## config.mk

```make
export PLATFORM = sky130hd
export DESIGN_NAME = tcdm_chan_mux
export DESIGN_NICKNAME = d
export VERILOG_FILES = /design/src/rtl/tcdm_chan_mux.sv
export SDC_FILE = /design/constraint.sdc
export NUM_CORES = 1
export LEC_CHECK = 0
export CAP_MARGIN = 20
export CORE_AREA = 2 2 181 183
export CTS_CLUSTER_SIZE = 40
export DETAILED_ROUTE_END_ITERATION = 12
export DIE_AREA = 0 0 183 185
export PLACE_DENSITY = 0.49
export SLEW_MARGIN = 20
export SYNTH_ARGS = -nofsm -noshare
export SYNTH_HDL_FRONTEND = slang
export SYNTH_SLANG_ARGS = --single-unit
```

## constraint.sdc

```tcl
create_clock -name clk_i -period 3.9 [get_ports clk_i]
set_clock_uncertainty 0.05 [all_clocks]
set_input_delay 0.39 -clock clk_i [delete_from_list [all_inputs] [get_ports clk_i]]
set_output_delay 0.39 -clock clk_i [all_outputs]
set_load 0.02 [all_outputs]
```

## src/rtl/tcdm_chan_mux.sv

```systemverilog
// tcdm_chan_mux: funnels NB_CHAN streamer TCDM channels onto one TCDM master
// port. The arbiter is either work-conserving round-robin or a programmed
// slot sequence that has a repeatable loop section. Responses are steered
// back to the channels through an in-order FIFO of channel ids, so the TCDM
// response latency can be any number of cycles from one upward.
module tcdm_chan_mux #(
  parameter int unsigned NB_CHAN         = 4,
  parameter int unsigned ADDR_WIDTH      = 32,
  parameter int unsigned DATA_WIDTH      = 32,
  parameter int unsigned MAX_OUTSTANDING = 2,
  parameter int unsigned SCHED_LEN       = 8,
  localparam int unsigned CW = $clog2(NB_CHAN),
  localparam int unsigned SW = $clog2(SCHED_LEN),
  localparam int unsigned BW = DATA_WIDTH / 8
) (
  input  logic                       clk_i,
  input  logic                       rst_i,
  input  logic                       clear_i,
  input  logic                       mode_i,
  input  logic [SCHED_LEN*CW-1:0]    sched_chan_i,
  input  logic [SW:0]                sched_len_i,
  input  logic [SW-1:0]              loop_end_i,
  input  logic [15:0]                loop_cnt_i,
  input  logic [NB_CHAN-1:0]         chan_req_i,
  input  logic [NB_CHAN-1:0]         chan_wen_i,
  input  logic [NB_CHAN*ADDR_WIDTH-1:0] chan_add_i,
  input  logic [NB_CHAN*DATA_WIDTH-1:0] chan_data_i,
  input  logic [NB_CHAN*BW-1:0]      chan_be_i,
  output logic [NB_CHAN-1:0]         chan_gnt_o,
  output logic [NB_CHAN-1:0]         chan_r_valid_o,
  output logic [DATA_WIDTH-1:0]      chan_r_data_o,
  output logic                       tcdm_req_o,
  output logic                       tcdm_wen_o,
  output logic [ADDR_WIDTH-1:0]      tcdm_add_o,
  output logic [DATA_WIDTH-1:0]      tcdm_data_o,
  output logic [BW-1:0]              tcdm_be_o,
  input  logic                       tcdm_gnt_i,
  input  logic                       tcdm_r_valid_i,
  input  logic [DATA_WIDTH-1:0]      tcdm_r_data_i,
  output logic [CW-1:0]              cur_chan_o,
  output logic                       busy_o,
  output logic                       err_o
);

  localparam int unsigned PW = (MAX_OUTSTANDING > 1) ? $clog2(MAX_OUTSTANDING) : 1;
  localparam int unsigned NW = $clog2(MAX_OUTSTANDING + 1);

  logic          flush;
  logic [CW-1:0] rr_q, rr_sel, rr_idx, seq_sel, sel, lock_sel_q;
  logic          rr_found, lock_q;
  logic [SW-1:0] slot_q, slot_d;
  logic [15:0]   iter_q, iter_d;
  logic [SW:0]   sched_last;
  logic [CW-1:0] fifo_mem [MAX_OUTSTANDING];
  logic [PW-1:0] wr_ptr_q, rd_ptr_q;
  logic [NW-1:0] cnt_q;
  logic          full, empty, req_out, grant, pop, err_q;

  function automatic logic [PW-1:0] ptr_inc(input logic [PW-1:0] p);
    return (p == PW'(MAX_OUTSTANDING - 1)) ? '0 : p + PW'(1);
  endfunction

  // Reset and soft clear act identically; both also silence the master port.
  assign flush = rst_i | clear_i;

  // Round-robin choice: first requesting channel at or after rr_q, cyclically.
  // NOTE: every variable gets a default before any conditional write so no latch is inferred.
  always_comb begin
    rr_sel   = rr_q;
    rr_found = 1'b0;
    rr_idx   = '0;
    for (int i = 0; i < NB_CHAN; i++) begin
      rr_idx = CW'((int'(rr_q) + i) % NB_CHAN);
      if (!rr_found && chan_req_i[rr_idx]) begin
        rr_sel   = rr_idx;
        rr_found = 1'b1;
      end
    end
  end

  assign seq_sel    = sched_chan_i[slot_q*CW +: CW];
  assign sel        = lock_q ? lock_sel_q : (mode_i ? seq_sel : rr_sel);
  assign sched_last = sched_len_i - (SW+1)'(1);

  // Next slot/iteration of the programmed sequence, applied only on a grant.
  always_comb begin
    slot_d = slot_q;
    iter_d = iter_q;
    if (slot_q == loop_end_i) begin
      if (iter_q != loop_cnt_i) begin
        slot_d = '0;
        iter_d = iter_q + 16'd1;
      end else if ({1'b0, loop_end_i} == sched_last) begin
        slot_d = '0;
        iter_d = '0;
      end else begin
        slot_d = loop_end_i + SW'(1);
      end
    end else if ({1'b0, slot_q} == sched_last) begin
      slot_d = '0;
      iter_d = '0;
    end else begin
      slot_d = slot_q + SW'(1);
    end
  end

  // The full flag comes from the registered count, so a pop in the same cycle
  // cannot open a combinational path from r_valid to req.
  assign full    = (cnt_q == NW'(MAX_OUTSTANDING));
  assign empty   = (cnt_q == '0);
  assign req_out = ~flush & chan_req_i[sel] & ~full;
  assign grant   = req_out & tcdm_gnt_i;
  assign pop     = ~flush & tcdm_r_valid_i & ~empty;

  assign tcdm_req_o    = req_out;
  assign tcdm_wen_o    = chan_wen_i[sel];
  assign tcdm_add_o    = chan_add_i[sel*ADDR_WIDTH +: ADDR_WIDTH];
  assign tcdm_data_o   = chan_data_i[sel*DATA_WIDTH +: DATA_WIDTH];
  assign tcdm_be_o     = chan_be_i[sel*BW +: BW];
  assign chan_r_data_o = tcdm_r_data_i;
  assign cur_chan_o    = flush ? '0 : sel;
  assign busy_o        = ~flush & ~empty;
  assign err_o         = ~flush & err_q;

  // One-hot grant to the selected channel and response to the FIFO head.
  always_comb begin
    chan_gnt_o     = '0;
    chan_r_valid_o = '0;
    if (grant) chan_gnt_o[sel] = 1'b1;
    if (pop)   chan_r_valid_o[fifo_mem[rd_ptr_q]] = 1'b1;
  end

  // Arbiter state, lock, FIFO pointers/count and the sticky error flag.
  // NOTE: sequential state uses non-blocking assignments so every register samples pre-edge values.
  always_ff @(posedge clk_i) begin
    if (flush) begin
      rr_q       <= '0;
      slot_q     <= '0;
      iter_q     <= '0;
      lock_q     <= 1'b0;
      lock_sel_q <= '0;
      wr_ptr_q   <= '0;
      rd_ptr_q   <= '0;
      cnt_q      <= '0;
      err_q      <= 1'b0;
    end else begin
      lock_q     <= req_out & ~tcdm_gnt_i;
      lock_sel_q <= sel;
      if (grant) begin
        if (mode_i) begin
          slot_q <= slot_d;
          iter_q <= iter_d;
        end else begin
          rr_q <= (sel == CW'(NB_CHAN - 1)) ? '0 : sel + CW'(1);
        end
        wr_ptr_q <= ptr_inc(wr_ptr_q);
      end
      if (pop) rd_ptr_q <= ptr_inc(rd_ptr_q);
      case ({grant, pop})
        2'b10:   cnt_q <= cnt_q + NW'(1);
        2'b01:   cnt_q <= cnt_q - NW'(1);
        default: cnt_q <= cnt_q;
      endcase
      if (tcdm_r_valid_i && empty) err_q <= 1'b1;
    end
  end

  // ID FIFO storage: channel id of each granted request, oldest at rd_ptr_q.
  // NOTE: storage is not reset; occupancy is tracked by cnt_q, so stale entries are never read.
  always_ff @(posedge clk_i) begin
    if (grant) fifo_mem[wr_ptr_q] <= sel;
  end

endmodule

```

; Word level (Yosys, flattened, before mapping)
; Memory sizes are Yosys's and may differ from the RTL's. A register that Yosys moved wholly into a read port is not among the register bits.
; Cells that the tools add are included.
[totals]
regBits = 29
ramBits = 4
inputBits = 357
out_inout_bits = 114
elab_cells = 115
memories = 1
[classes]
n_addsub = 12
order_cmp = 8
n_eq_ne = 9
n_shift = 4
n_mux = 43
n_bitwise = 14
n_reduce_logical = 15
[memory_table]
columns = name, words, width, read_ports, rd_clocked_by_memory_dff, write_ports, line_no
row1 = fifo_mem, 2, 2, 1, 1, 1, 54  ; logic [CW-1:0] fifo_mem [MAX_OUTSTANDING];
[ops]
columns = operator, n
row1 = variable part select 128 x 8 -> 32 bit, 2
row2 = two-way mux 16 bit, 4
row3 = "less-than comparator 2 x 3 -> 1 bit, second input constant", 6
row4 = two-way mux 1 bit, 17
row5 = "adder 16 x 1 -> 16 bit, second input constant", 1
row6 = inequality test 16 bit, 1
row7 = variable part select 16 x 5 -> 2 bit, 1
row8 = variable part select 16 x 5 -> 4 bit, 1
row9 = two-way mux 2 bit, 7
row10 = binary-select mux 1 bit (select 2 bit), 6
row11 = two-way mux 3 bit, 4
row12 = AND 1 bit, 8
row13 = == test 3 x 4 -> 1 bit, 2
row14 = two-way mux 4 bit, 2
row15 = "adder 2 x 1 -> 2 bit, second input constant", 3
row16 = "adder 3 x 1 -> 3 bit, second input constant", 2
row17 = "== test 2 bit, second input constant", 3
row18 = logical AND 1 bit, 6
row19 = inverter 1 bit, 5
row20 = "adder 2 bit, second input constant", 2
row21 = demux 1 bit (select 2 bit), 2
row22 = "greater-or-equal comparator 2 x 1 -> 1 bit, second input constant", 2
row23 = case mux 2 bit (2 select lines), 1
row24 = AND reduction 2 bit, 2
row25 = 11 further kinds, 15

; Depth between registers and ports, before layout
; Gate-level depths: netlist of the first run.
[logic_depth]
ltp_word = 21
depth_mapped = 14
mapped_depth_nobuf = 12

; Worst setup path before layout of the first run
; Ideal clock, no wire load.
[synth_path]
path_type = register -> output
start = register slot_q[1]
end = output tcdm_add_o[10]
arrival_time_ns = 2.680
t_required_ns = 3.460
setup_slack_ns = 0.780
path_stages_with_launch = 11
n_path_buf = 4
path_cell_list = dfxtp_1 > buf_6 > mux4_2 > mux2i_1 > and3b_1 > nor3_4 > clkbuf_1 > clkbuf_1 > buf_2 > mux2i_1 > a21oi_1
[synth_between]
elab_chain_cells = 4
[synth_lines]
columns = element, line_no
row1 = start: declaration, 51  ; logic [SW-1:0] slot_q, slot_d;
row2 = start signal: assignment, 151  ; slot_q <= slot_d;
row3 = variable part select 16 x 5 -> 2 bit, 81  ; assign seq_sel = sched_chan_i[slot_q*CW +: CW];
row4 = two-way mux 2 bit (2 in a row), 82  ; assign sel = lock_q ? lock_sel_q : (mode_i ? seq_sel : rr_sel);
row5 = via sel[1], 49  ; logic [CW-1:0] rr_q, rr_sel, rr_idx, seq_sel, sel, lock_sel_q;
row6 = variable part select 128 x 8 -> 32 bit, 117  ; assign tcdm_add_o = chan_add_i[sel*ADDR_WIDTH +: ADDR_WIDTH];
row7 = end: declaration, 34  ; output logic [ADDR_WIDTH-1:0] tcdm_add_o,
; The timed path passes the listed nets, and every way through them passes these cells.

; Final worst setup path of the first run
[layout_path]
start = input chan_req_i[3]
end = output tcdm_add_o[24]
[layout_between]
elab_chain_cells = 15
elab_cells_between_ends = 23
cone_classes = shift: 1 / mux: 16 / reduce/logical: 6
[layout_lines]
columns = element, line_no
row1 = start: declaration, 24  ; input logic [NB_CHAN-1:0] chan_req_i,
row2 = binary-select mux 1 bit (select 2 bit), 74  ; if (!rr_found && chan_req_i[rr_idx]) begin
row3 = two-way mux 1 bit (implied by the code), 74
row4 = two-way mux 1 bit, 74
row5 = zero test 1 bit, 74
row6 = logical AND 1 bit, 74
row7 = two-way mux 1 bit, 74
row8 = zero test 1 bit, 74
row9 = logical AND 1 bit, 74
row10 = two-way mux 1 bit, 74
row11 = zero test 1 bit, 74
row12 = logical AND 1 bit, 74
row13 = two-way mux 2 bit *, 74
row14 = two-way mux 2 bit * (2 in a row), 82
row15 = variable part select 128 x 8 -> 32 bit *, 117
; Mark *: on every way between the ends. The rest lies on a longest branch, timed or not. The select of a mux whose other input is x is not followed.

==> flow_summary_export.csv, run 1 <==
group,metric,value,unit
hold_path,hold_start,"err_q",
clock_tree,clockRootBuffer,"clkbuf_16",
placement,place_hpwl,23940,µm
logic_synthesis,synth_edf_count,4,
sta,max_freq,266.3,MHz
logic_synthesis,synth_seq_cells,34,
sta,worst_pin_slew,641.9,ps
placement,io_buffers,406,
clock_tree,clk_pin_slew,60,ps
hold_path,hp-class,"flop to flop",
clock_tree,cts_sinks,34,
clock_tree,htreeDepth,2,
critical_path,crit_arrival,3320,ps
critical_path,required,3460,ps
floorplanning,start_util,0.1507,
cells_and_area,fillCellCount,3364,
detailed_routing,wl,27080,µm
floorplanning,die_area,33860,µm²
floorplanning,ios,471,
logic_synthesis,synth_nets,986,
logic_synthesis,synth-async-reset-ratio,0,
floorplanning,rows,66,
run,cap_violations,0,
logic_synthesis,avgSynthCellArea,7.786,µm²
floorplanning,die_h,185,µm
sta,rsz0062_at_grt,"false",
hold_path,worstHoldEndpoint,"err_q",
global_routing,overflow,0,
sta,setup_violations,0,
clock_tree,cts_buffers,5,
critical_path,endpoint_kind,"output port",
global_routing,grt_usage,0.1482,
detailed_routing,drt_iter0_markers,216,
global_routing,grt_pass1_wl,37000,µm
hold_path,min_path_cells,2,
cells_and_area,nets,1356,
detailed_routing,vias,5777,
placement,globalplace.congestion,0.8148,
cells_and_area,final_area,9657,µm²
cells_and_area,drive_gt1_frac,0.1534,
power,ir_drop,0.1270,mV
clock_tree,hold_buffers,0,
detailed_routing,wl_per_cell,19.36,µm
run_status,outcome,"completed",
critical_path,crit_fanout,30,
detailed_routing,first_pass_iters,4,
sta,maxSlewHeadroom,0.5720,
power,total_leakage_power,3.826,nW
sta,setup-tns-final,0,ps
cells_and_area,multiInputGateArea,3600,µm²
cells_and_area,seq_area,721.9,µm²
clock_tree,clk_path_buf_depth,2,
detailed_routing,postRouteAntennaNets,0,
logic_synthesis,netlist_area,4827,µm²
critical_path,rr_startpoint,"slot_q[1]",
clock_tree,cts_setup_buffers,0,
critical_path,worst-setup-path-type,"input pin to output port",
logic_synthesis,seq_area_frac_synth,0.1493,
critical_path,rr_endpoint,"cnt_q[1]",
placement,dpl-instance-area,9499,µm²
floorplanning,die_x,183,µm
global_routing,grt_max_degree,37,
logic_synthesis,synth.distinct_cells,54,
critical_path,rrSetupSlack,710,ps
cells_and_area,antenna_cells,0,
sta,period_share,0.9628,
floorplanning,core_area,32040,µm²
logic_synthesis,syn_inst,620,
detailed_routing,vias_per_cell,4.129,
detailed_routing,drc,0,
critical_path,worst_setup_path_start_kind,"input pin",
clock_tree,cts_tree,"built",
sta,min_period,3755,ps
sta,hold_violations,0,
cells_and_area,syn_to_final_growth,100.1,%
critical_path,ff2ff_path_depth,11,
sta,finalMaxSlewViolations,0,
logic_synthesis,ys_warn_count,0,
global_routing,grt_pass1_vias,5792,
logic_synthesis,synth_ff_type,"dfxtp_1",
clock_tree,clk_latency,280,ps
global_routing,antenna_found_initial,1,
power,power-per-cell-area,232.6,nW/µm²
## layout make-up
cell class / count / share of cell area
timing repair buffer: 443 / 0.4778
multi-input combinational: 487 / 0.3728
sequential: 34 / 0.07476
tap: 408 / 0.05286
clock buffer: 6 / 0.01335
inverter: 19 / 0.007385
clock inverter: 2 / 0.001037
## cell usage after synthesis (3+ instances only)
| cell | instances | share of area |
|---|---|---|
| a21oi_1 | 78 | 0.081 |
| nor2_1 | 97 | 0.075 |
| edfxtp_1 | 4 | 0.025 |
| o211ai_1 | 16 | 0.025 |
| mux2_2 | 69 | 0.16 |
| mux2i_1 | 72 | 0.15 |
| xor2_1 | 24 | 0.044 |
| nor4_1 | 5 | 0.0065 |
| nand2b_1 | 7 | 0.0091 |
| dfxtp_1 | 30 | 0.12 |
| buf_1 | 4 | 0.0031 |
| nor3_1 | 8 | 0.0083 |
| nor2b_1 | 3 | 0.0039 |
| and2_1 | 6 | 0.0078 |
| o21ai_1 | 6 | 0.0062 |
| mux4_2 | 4 | 0.019 |
| o31ai_2 | 4 | 0.010 |
| o31ai_1 | 9 | 0.014 |
| buf_4 | 32 | 0.050 |
| buf_2 | 11 | 0.011 |
| inv_1 | 17 | 0.013 |
| clkbuf_1 | 31 | 0.024 |
| and3_1 | 12 | 0.016 |
| nand2_1 | 10 | 0.0078 |
| nand3_1 | 8 | 0.0083 |
| ha_1 | 9 | 0.023 |
| xnor2_1 | 7 | 0.013 |
| a31oi_1 | 5 | 0.0065 |
## worst max-delay path: stages
cell and delay [ps]:
clkdlybuf4s50_1 460, nand2b_1 170, a21o_1 180, a2111oi_2 350, buf_4 190, nor3_4 50
buf_4 160, buf_12 160, buf_4 190, mux2_2 210, nor2_1 30, a21oi_1 120
clkdlybuf4s50_1 620
## logic make-up (layout without fill, tap and decap cells)
kind of cell	count (synthesis)	after routing	synth area share
AOI/OAI and AO/OA	134	134	0.1719
xor gates and xnor gates	31	31	0.05625
adders and majority gates	9	9	0.02333
buffers and inverters	99	470	0.1078
DFF	34	34	0.1493
muxes	145	145	0.3289
and+or+nand+nor	168	168	0.1625
## metrics by stage
| step | worst slack (ps) | cells | total power [mW] | hold slack [ps] | util |
|---|---|---|---|---|---|
| after floorplan | 780.4 | 620 | 1.041 | 378.5 | - |
| after global placement | 141.1 | 1391 | 1.896 | 391.4 | 0.2965 |
| after detailed placement | 104.1 | 1391 | 1.897 | 400.3 | 0.2965 |
| after CTS | 96.17 | 1399 | 2.292 | 417.3 | 0.3008 |
| after global routing | 23.13 | 1399 | 2.372 | 443.3 | 0.3014 |
| final | 144.9 | 1399 | 2.246 | 415.9 | 0.3014 |
## state kept, by name, summed over array words and instances (netlist names), named ones only
| signal | count |
|---|---|
| rr_q | 2 |
| fifo_mem | 4 |
| iter_q | 16 |
| err_q | 1 |
| cnt_q | 2 |
| lock_q | 1 |
| lock_sel_q | 2 |
| wr_ptr_q | 1 |
| rd_ptr_q | 1 |
| slot_q | 3 |
## placed cells by master (no fill, tap or decap), types with 3 or more instances in the layout
master / netlist / final
dlymetal6s2s_1: 0 / 5
xnor2_1: 7 / 7
and3_1: 12 / 12
clkdlybuf4s50_1: 0 / 380
o31ai_1: 9 / 9
a31oi_1: 5 / 5
inv_1: 17 / 17
nand2b_1: 7 / 7
a21oi_1: 78 / 78
o211ai_1: 16 / 16
dfxtp_1: 30 / 29
o21ai_1: 6 / 6
buf_12: 0 / 25
nor2b_1: 3 / 3
clkbuf_16: 0 / 5
edfxtp_1: 4 / 4
mux2i_1: 72 / 72
nand3_1: 8 / 8
ha_1: 9 / 9
xor2_1: 24 / 24
nand2_1: 10 / 10
nor4_1: 5 / 5
nor3_1: 8 / 7
buf_4: 32 / 33
o31ai_2: 4 / 4
mux2_2: 69 / 69
nor2_1: 97 / 97
mux4_2: 4 / 4
and2_1: 6 / 6
## power by group
group	total [mW]	internal (mW)	switching [mW]
clock network	0.386	0.235	0.151
logic	1.50	0.846	0.650
registers	0.364	0.360	0.00452
## repair_timing
item                       4_1_cts  5_1_grt
resized for setup                1        6
setup endpoints to repair        4        9
hold endpoints to repair         0        0
## routing by layer
layer  track usage  vias up  wire (µm)  share of wire
met4       0.01376        0        224         0.0083
met5             0        -          0              0
met1        0.1605     2626      10040           0.37
li1              -     2928          -              -
met2        0.2959      213      15040           0.56
met3       0.03854       10       1774          0.066
## worst max-delay path by stage
stage	start	end	slack [ps]	depth (start not counted)
after detailed placement	chan_req_i[3]	tcdm_add_o[23]	100	13
after CTS	chan_req_i[3]	tcdm_add_o[23]	100	13
after floorplan	slot_q[1]	tcdm_add_o[10]	780	10
final	chan_req_i[3]	tcdm_add_o[24]	140	13
after global placement	chan_req_i[3]	tcdm_data_o[14]	140	13
after global routing	chan_req_i[3]	tcdm_add_o[18]	20	13
No activity file was read; power rests on OpenSTA's default activity.
==> run 2: changes to the inputs <==
--- a/config.mk
+++ b/config.mk
@@ -5,12 +5,13 @@
 export SDC_FILE = /design/constraint.sdc
 export NUM_CORES = 1
 export LEC_CHECK = 0
+export ABC_AREA = 1
 export CAP_MARGIN = 20
-export CORE_AREA = 2 2 181 183
+export CORE_AREA = 2 2 182 184
 export CTS_CLUSTER_SIZE = 40
 export DETAILED_ROUTE_END_ITERATION = 12
-export DIE_AREA = 0 0 183 185
-export PLACE_DENSITY = 0.49
+export DIE_AREA = 0 0 184 186
+export PLACE_DENSITY = 0.5
 export SLEW_MARGIN = 20
 export SYNTH_ARGS = -nofsm -noshare
 export SYNTH_HDL_FRONTEND = slang
==> constraint.sdc (replaced) <==
create_clock -name clk_i -period 4.7 [get_ports clk_i]
set_clock_uncertainty 0.05 [all_clocks]
set_input_delay 0.47 -clock clk_i [delete_from_list [all_inputs] [get_ports clk_i]]
set_output_delay 0.47 -clock clk_i [all_outputs]
set_load 0.02 [all_outputs]
==> flow_summary_export.csv, run 2 <==
group,metric,value,unit
clock_tree,clk_latency,270,ps
detailed_routing,drt_iter0_markers,312,
clock_tree,cts_sinks,34,
logic_synthesis,synth_edf_count,4,
critical_path,crit_fanout,27,
placement,io_buffers,406,
cells_and_area,drive_gt1_frac,0.07705,
sta,layout_setup_ws,588.1,ps
logic_synthesis,seq_area_frac_synth,0.1388,
clock_tree,cts_setup_buffers,0,
critical_path,cpPeakStageDelay,700,ps
critical_path,crit_arrival,3590,ps
floorplanning,ios,471,
global_routing,overflow,0,
critical_path,rr_endpoint,"cnt_q[1]",
clock_tree,clockRootBuffer,"clkbuf_16",
placement,dp_slack,590.9,ps
critical_path,ff2ff_path_depth,24,
power,total_power,1.771,mW
sta,period_share,0.8749,
logic_synthesis,synth_fa_ha_area_frac,0.02168,
logic_synthesis,synth-compound-area-share,0.2385,
power,total_leakage_power,3.738,nW
logic_synthesis,synth_mux_area_frac,0,
detailed_routing,wl,27380,µm
floorplanning,die_x,184,µm
placement,place_hpwl,23070,µm
hold_path,hold_start,"err_q",
cells_and_area,fillCellCount,3540,
logic_synthesis,synth_ff_type,"dfxtp_1",
sta,whs,408.5,ps
cells_and_area,largest_reg_flops,16,
critical_path,rrSetupSlack,1360,ps
detailed_routing,drc,0,
logic_synthesis,avgSynthCellArea,5.895,µm²
global_routing,grt_max_degree,76,
floorplanning,die_area,34220,µm²
detailed_routing,vias,6999,
sta,rsz0062_at_grt,"false",
global_routing,grt_pass1_wl,39490,µm
hold_path,min_path_cells,2,
global_routing,grt_usage,0.1513,
critical_path,endpoint_kind,"output port",
detailed_routing,wl_per_cell,16.81,µm
sta,setup_violations,0,
logic_synthesis,synth_largest_type_area_fraction,0.1467,
sta,worst_pin_slew,564.2,ps
critical_path,rr_startpoint,"rr_q[0]",
critical_path,cp_common_cell,"nand2_1",
critical_path,crit_chain,"inv_2 > nand2_1 > nand2_1 > nand2_1 > nand2_1 > nand2_1 > inv_1 > nand2_1 > nand2_1 > nand2_1 > nand2_1 > nand2_2 > nand2_4 > inv_4 > buf_4 > nor2_1 > o31ai_1 > clkdlybuf4s50_1",
critical_path,worst_setup_path_start_kind,"flop",
cells_and_area,layout_commonest_cell,"clkdlybuf4s50_1",
logic_synthesis,yosys.area_share.simple,0.4163,
sta,setup-tns-final,0,ps
logic_synthesis,synth-xor-area-share,0.04384,
power,power-per-cell-area,184.5,nW/µm²
clock_tree,clk_path_buf_depth,2,
clock_tree,cts_buffers,5,
floorplanning,rows,66,
clock_tree,htreeDepth,2,
critical_path,required,4180,ps
run,cap_violations,0,
logic_synthesis,synth_most_common_cell,"nor2_1",
clock_tree,clk_pin_slew,50,ps
floorplanning,start_util,0.1613,
global_routing,antenna_found_initial,5,
logic_synthesis,synth_area_leaders,"nor2_1 15%, dfxtp_1 12%, nand2_1 11%, o211ai_1 10%, o31ai_1 10%",
clock_tree,hold_buffers,0,
critical_path,worst_path_max_delay_cell,"clkdlybuf4s50_1",
floorplanning,die_h,186,µm
floorplanning,core_area,32210,µm²
logic_synthesis,ys_warn_count,0,
placement,dpl-instance-area,9457,µm²
placement,globalplace.congestion,0.8718,
detailed_routing,first_pass_iters,4,
cells_and_area,reg_top3,"iter_q x16, fifo_mem x4, slot_q x3",
cells_and_area,nets,1586,
cells_and_area,mostFrequentLayoutCells,"392 x clkdlybuf4s50_1, 203 x nor2_1, 148 x nand2_1",
logic_synthesis,syn_inst,881,
global_routing,grt_pass1_vias,6623,
cells_and_area,final_area,9602,µm²
logic_synthesis,synth_seq_cells,34,
sta,finalMaxSlewViolations,0,
clock_tree,post_cts_resized,0,
sta,maxSlewHeadroom,0.6206,
cells_and_area,syn_to_final_growth,84.87,%
sta,hold_violations,0,
hold_path,worstHoldEndpoint,"err_q",
sta,max_freq,243.2,MHz
logic_synthesis,netlist_area,5194,µm²
logic_synthesis,synth_top_family_by_area,"simple AND/OR/NAND/NOR gates",
detailed_routing,postRouteAntennaNets,0,
run_status,outcome,"completed",
clock_tree,cts_tree,"built",
sta,min_period,4112,ps
logic_synthesis,synth_common_cells,"203 x nor2_1, 148 x nand2_1, 70 x o211ai_1",
cells_and_area,top_register,"iter_q",
logic_synthesis,synth_nets,1247,
critical_path,worst-setup-path-type,"flop to output port",
detailed_routing,vias_per_cell,4.297,
logic_synthesis,synth_area_leader_cell,"nor2_1",
hold_path,hp-class,"flop to flop",
power,ir_drop,0.1384,mV
logic_synthesis,synth.distinct_cells,41,
logic_synthesis,synth-async-reset-ratio,0,
run 2: logic make-up after synthesis:
family	count (synthesis)
xor+xnor	26
simple gates	486
buf+inv	151
compound gates	175
fa+ha+maj	9
flops	34
run 2: how the worst max path moves through the flow:
stage	startpoint	end	depth (start not counted)
detailed placement	chan_req_i[1]	tcdm_add_o[13]	17
CTS	rr_q[0]	tcdm_add_o[13]	18
floorplan	rr_q[1]	tcdm_add_o[11]	18
global placement	chan_req_i[1]	tcdm_add_o[13]	17
global route	rr_q[0]	tcdm_add_o[13]	16
finish	rr_q[0]	tcdm_add_o[13]	18
run 2: layer usage:
metal | global-route usage | up-vias | share of wire
li1 | - | 3579 | -
met1 | 0.1792 | 3133 | 0.41
met2 | 0.2664 | 261 | 0.49
met3 | 0.05498 | 18 | 0.091
met4 | 0.02208 | 8 | 0.0089
met5 | 0 | - | 0.0018
run 2: cell type report:
class | instances | area, µm² | share of cell area
antenna | 1 | 2.502 | 0.0002606
clock buffer | 7 | 142.6 | 0.01486
inverter | 62 | 237.7 | 0.02476
multi-input combinational | 696 | 3746 | 0.3901
sequential | 34 | 720.7 | 0.07506
tap | 408 | 510.5 | 0.05317
timing repair buffer | 421 | 4242 | 0.4418
run 2: power breakdown:
group | switching [mW] | internal (mW) | total (mW)
registers | 0.00208 | 0.298 | 0.300
clock network | 0.115 | 0.208 | 0.323
logic | 0.557 | 0.591 | 1.15
total | 0.674 | 1.10 | 1.77
run 2: critical path, delay by kind of cell (launching register included):
family	cells	cell delay [ps]
buffers and inverters	5	1470
AND/OR/NAND/NOR	12	910
flip-flops	1	590
AO/OA/AOI/OAI	1	320
run 2: stage by stage:
stage               cells    util
finish               1629  0.2981
global route         1629  0.2981
CTS                  1628  0.2981
detailed placement   1621  0.2936
global placement     1621  0.2936
floorplan             881       -
==> run 3: changes to the inputs <==
--- a/config.mk
+++ b/config.mk
@@ -11,6 +11,7 @@
 export CTS_CLUSTER_SIZE = 40
 export DETAILED_ROUTE_END_ITERATION = 12
 export DIE_AREA = 0 0 184 186
+export GPL_ROUTABILITY_DRIVEN = 0
 export PLACE_DENSITY = 0.5
 export SLEW_MARGIN = 20
 export SYNTH_ARGS = -nofsm -noshare
==> flow_summary_export.csv, run 3 (synthesized netlist as in run 2, its figures left out) <==
group,metric,value,unit
sta,min_period,4180,ps
clock_tree,clk_latency,280,ps
clock_tree,clk_path_buf_depth,2,
floorplanning,start_util,0.1613,
power,clkPwrFrac,0.179,
critical_path,worst-path-buf-inv,4,
power,power_frac_seq,0.171,
critical_path,crit_family,"buffers and inverters",
global_routing,grtUsageMet1,0.1815,
critical_path,crit_arrival,3660,ps
hold_path,min_path_cells,2,
clock_tree,cts_tree,"built",
global_routing,antenna_found_initial,5,
critical_path,cpPeakStageDelay,700,ps
global_routing,gr-usage-met3,0.05009,
detailed_routing,wl_per_cell,16.77,µm
critical_path,required,4180,ps
cells_and_area,layout_commonest_cell,"clkdlybuf4s50_1",
placement,io_buffers,406,
clock_tree,hold_buffers,0,
critical_path,rr_endpoint,"cnt_q[1]",
sta,setup_violations,0,
sta,hold_violations,0,
clock_tree,cts_setup_buffers,0,
power,power-per-cell-area,183.5,nW/µm²
critical_path,cp_common_cell,"nand2_1",
clock_tree,cts_sinks,34,
power,power.switching,674.2,µW
cells_and_area,final_util,0.2975,
floorplanning,die_area,34220,µm²
sta,period_share,0.8893,
global_routing,grt_max_degree,79,
critical_path,rrSetupSlack,1390,ps
detailed_routing,vias_per_cell,4.271,
global_routing,grt_usage,0.1495,
sta,max_freq,239.2,MHz
cells_and_area,drive_gt1_frac,0.07313,
floorplanning,ios,471,
power,p_int,1.084,mW
hold_path,worstHoldEndpoint,"err_q",
power,pwr-share-comb,0.651,
global_routing,grt_pass1_wl,39520,µm
critical_path,endpoint_kind,"output port",
sta,maxSlewHeadroom,0.6364,
run,cap_violations,0,
detailed_routing,drc,0,
hold_path,hold_start,"err_q",
cells_and_area,syn_to_final_growth,84.46,%
power,ir_drop,0.1200,mV
cells_and_area,nets,1582,
critical_path,crit_chain,"inv_2 > nand2_1 > nand3_1 > nand2_2 > nand2_1 > inv_1 > nand2_1 > nand2_1 > nand2_1 > nand2_1 > nand2_2 > nand2_4 > buf_4 > nor2_1 > o31ai_1 > clkdlybuf4s50_1",
critical_path,worst_setup_path_start_kind,"flop",
critical_path,rr_startpoint,"rr_q[0]",
detailed_routing,drt_iter0_markers,334,
clock_tree,clk_pin_slew,50,ps
sta,setup-tns-final,0,ps
power,p_sw_frac,0.3835,
power,total_leakage_power,3.719,nW
sta,worst_pin_slew,540.9,ps
floorplanning,die_x,184,µm
clock_tree,clockRootBuffer,"clkbuf_16",
detailed_routing,first_pass_iters,5,
cells_and_area,top_register,"iter_q",
sta,finalMaxSlewViolations,0,
critical_path,worst_path_max_delay_cell,"clkdlybuf4s50_1",
placement,place_hpwl,22720,µm
sta,whs,404.4,ps
run_status,outcome,"completed",
floorplanning,rows,66,
global_routing,grtUsageMet2,0.2625,
critical_path,ff2ff_path_depth,24,
floorplanning,core_area,32210,µm²
hold_path,hp-class,"flop to flop",
clock_tree,htreeDepth,2,
global_routing,busiest_layer,"met2",
clock_tree,post_cts_resized,0,
critical_path,crit_fanout,50,
cells_and_area,mostFrequentLayoutCells,"392 x clkdlybuf4s50_1, 203 x nor2_1, 148 x nand2_1",
global_routing,grt_pass1_vias,6688,
global_routing,overflow,0,
sta,rsz0062_at_grt,"false",
detailed_routing,postRouteAntennaNets,0,
critical_path,worst-setup-path-type,"flop to output port",
cells_and_area,largest_reg_flops,16,
detailed_routing,wl,27290,µm
clock_tree,cts_buffers,5,
floorplanning,die_h,186,µm
detailed_routing,vias,6949,
cells_and_area,reg_top3,"iter_q x16, fifo_mem x4, slot_q x3",
run 3: changes by cell type in the layout (fill, tap and decap cells not counted):
| cell | previous run | this run |
|---|---|---|
| clkbuf_8 | 1 | 0 |
| buf_12 | 8 | 9 |
| diode_2 | 1 | 2 |
| clkbuf_1 | 1 | 3 |
| buf_4 | 21 | 16 |
run 3: final cells by class:
| cell class | instances | area, µm² |
|---|---|---|
| clock buffer | 8 | 136.4 |
| sequential | 34 | 720.7 |
| tap | 408 | 510.5 |
| fill | 3523 | 22630 |
| antenna | 2 | 5.005 |
| multi-input combinational | 696 | 3746 |
| inverter | 62 | 237.7 |
| timing repair buffer | 417 | 4224 |
run 3: power by group through the flow:
stage                     clock network (mW)  registers [mW]  logic [mW]
after global placement                     0           0.306        1.16
final                                  0.314           0.300        1.14
after global routing                   0.339           0.300        1.23
after CTS                              0.325           0.300        1.17
after detailed placement                   0           0.306        1.16
after floorplan                            0           0.305       0.544
run 3: worst reg2reg max path, stage by stage (launching register included):
cell	delay [ps]
dfxtp_1	600
inv_2	180
nand2_1	140
nand3_1	90
nand2_2	120
nand3_1	120
nand2_1	100
nand2_1	50
nand2_1	50
nand2_1	60
nand2_2	100
nand2_4	100
buf_12	190
nand2_1	90
nand2_1	60
nand2_2	80
nand2_4	80
nor2_8	130
nand2_4	110
ha_1	310
inv_1	80
nand2_1	50
nor2_1	110
o21ai_0	90
a21oi_1	110
run 3: how the worst max path moves through the flow:
stage,from,end,slack (ps),cells after the start
3_3_place_gp,chan_req_i[0],tcdm_add_o[30],590,17
2_1_floorplan,rr_q[1],tcdm_add_o[11],1850,18
6_report,rr_q[0],tcdm_add_o[30],520,16
4_1_cts,rr_q[0],tcdm_add_o[30],520,16
5_1_grt,rr_q[0],tcdm_add_o[30],250,16
3_5_place_dp,chan_req_i[1],tcdm_add_o[30],580,15
run 3: stage by stage:
step / cells / instance area, µm² / setup WS (ps) / power [mW]
2_1_floorplan: 881 / 5194 / 1851 / 0.8499
3_3_place_gp: 1617 / 9439 / 587.8 / 1.467
3_5_place_dp: 1617 / 9439 / 584.8 / 1.467
4_1_cts: 1625 / 9575 / 518.0 / 1.791
5_1_grt: 1625 / 9575 / 252.4 / 1.865
6_report: 1627 / 9580 / 520.2 / 1.758
run 3: per-layer routing:
metal	share of wire	vias to the layer above
met2	0.49	268
li1	-	3580
met1	0.42	3073
met3	0.084	20
met4	0.0086	8
met5	0.0020	-
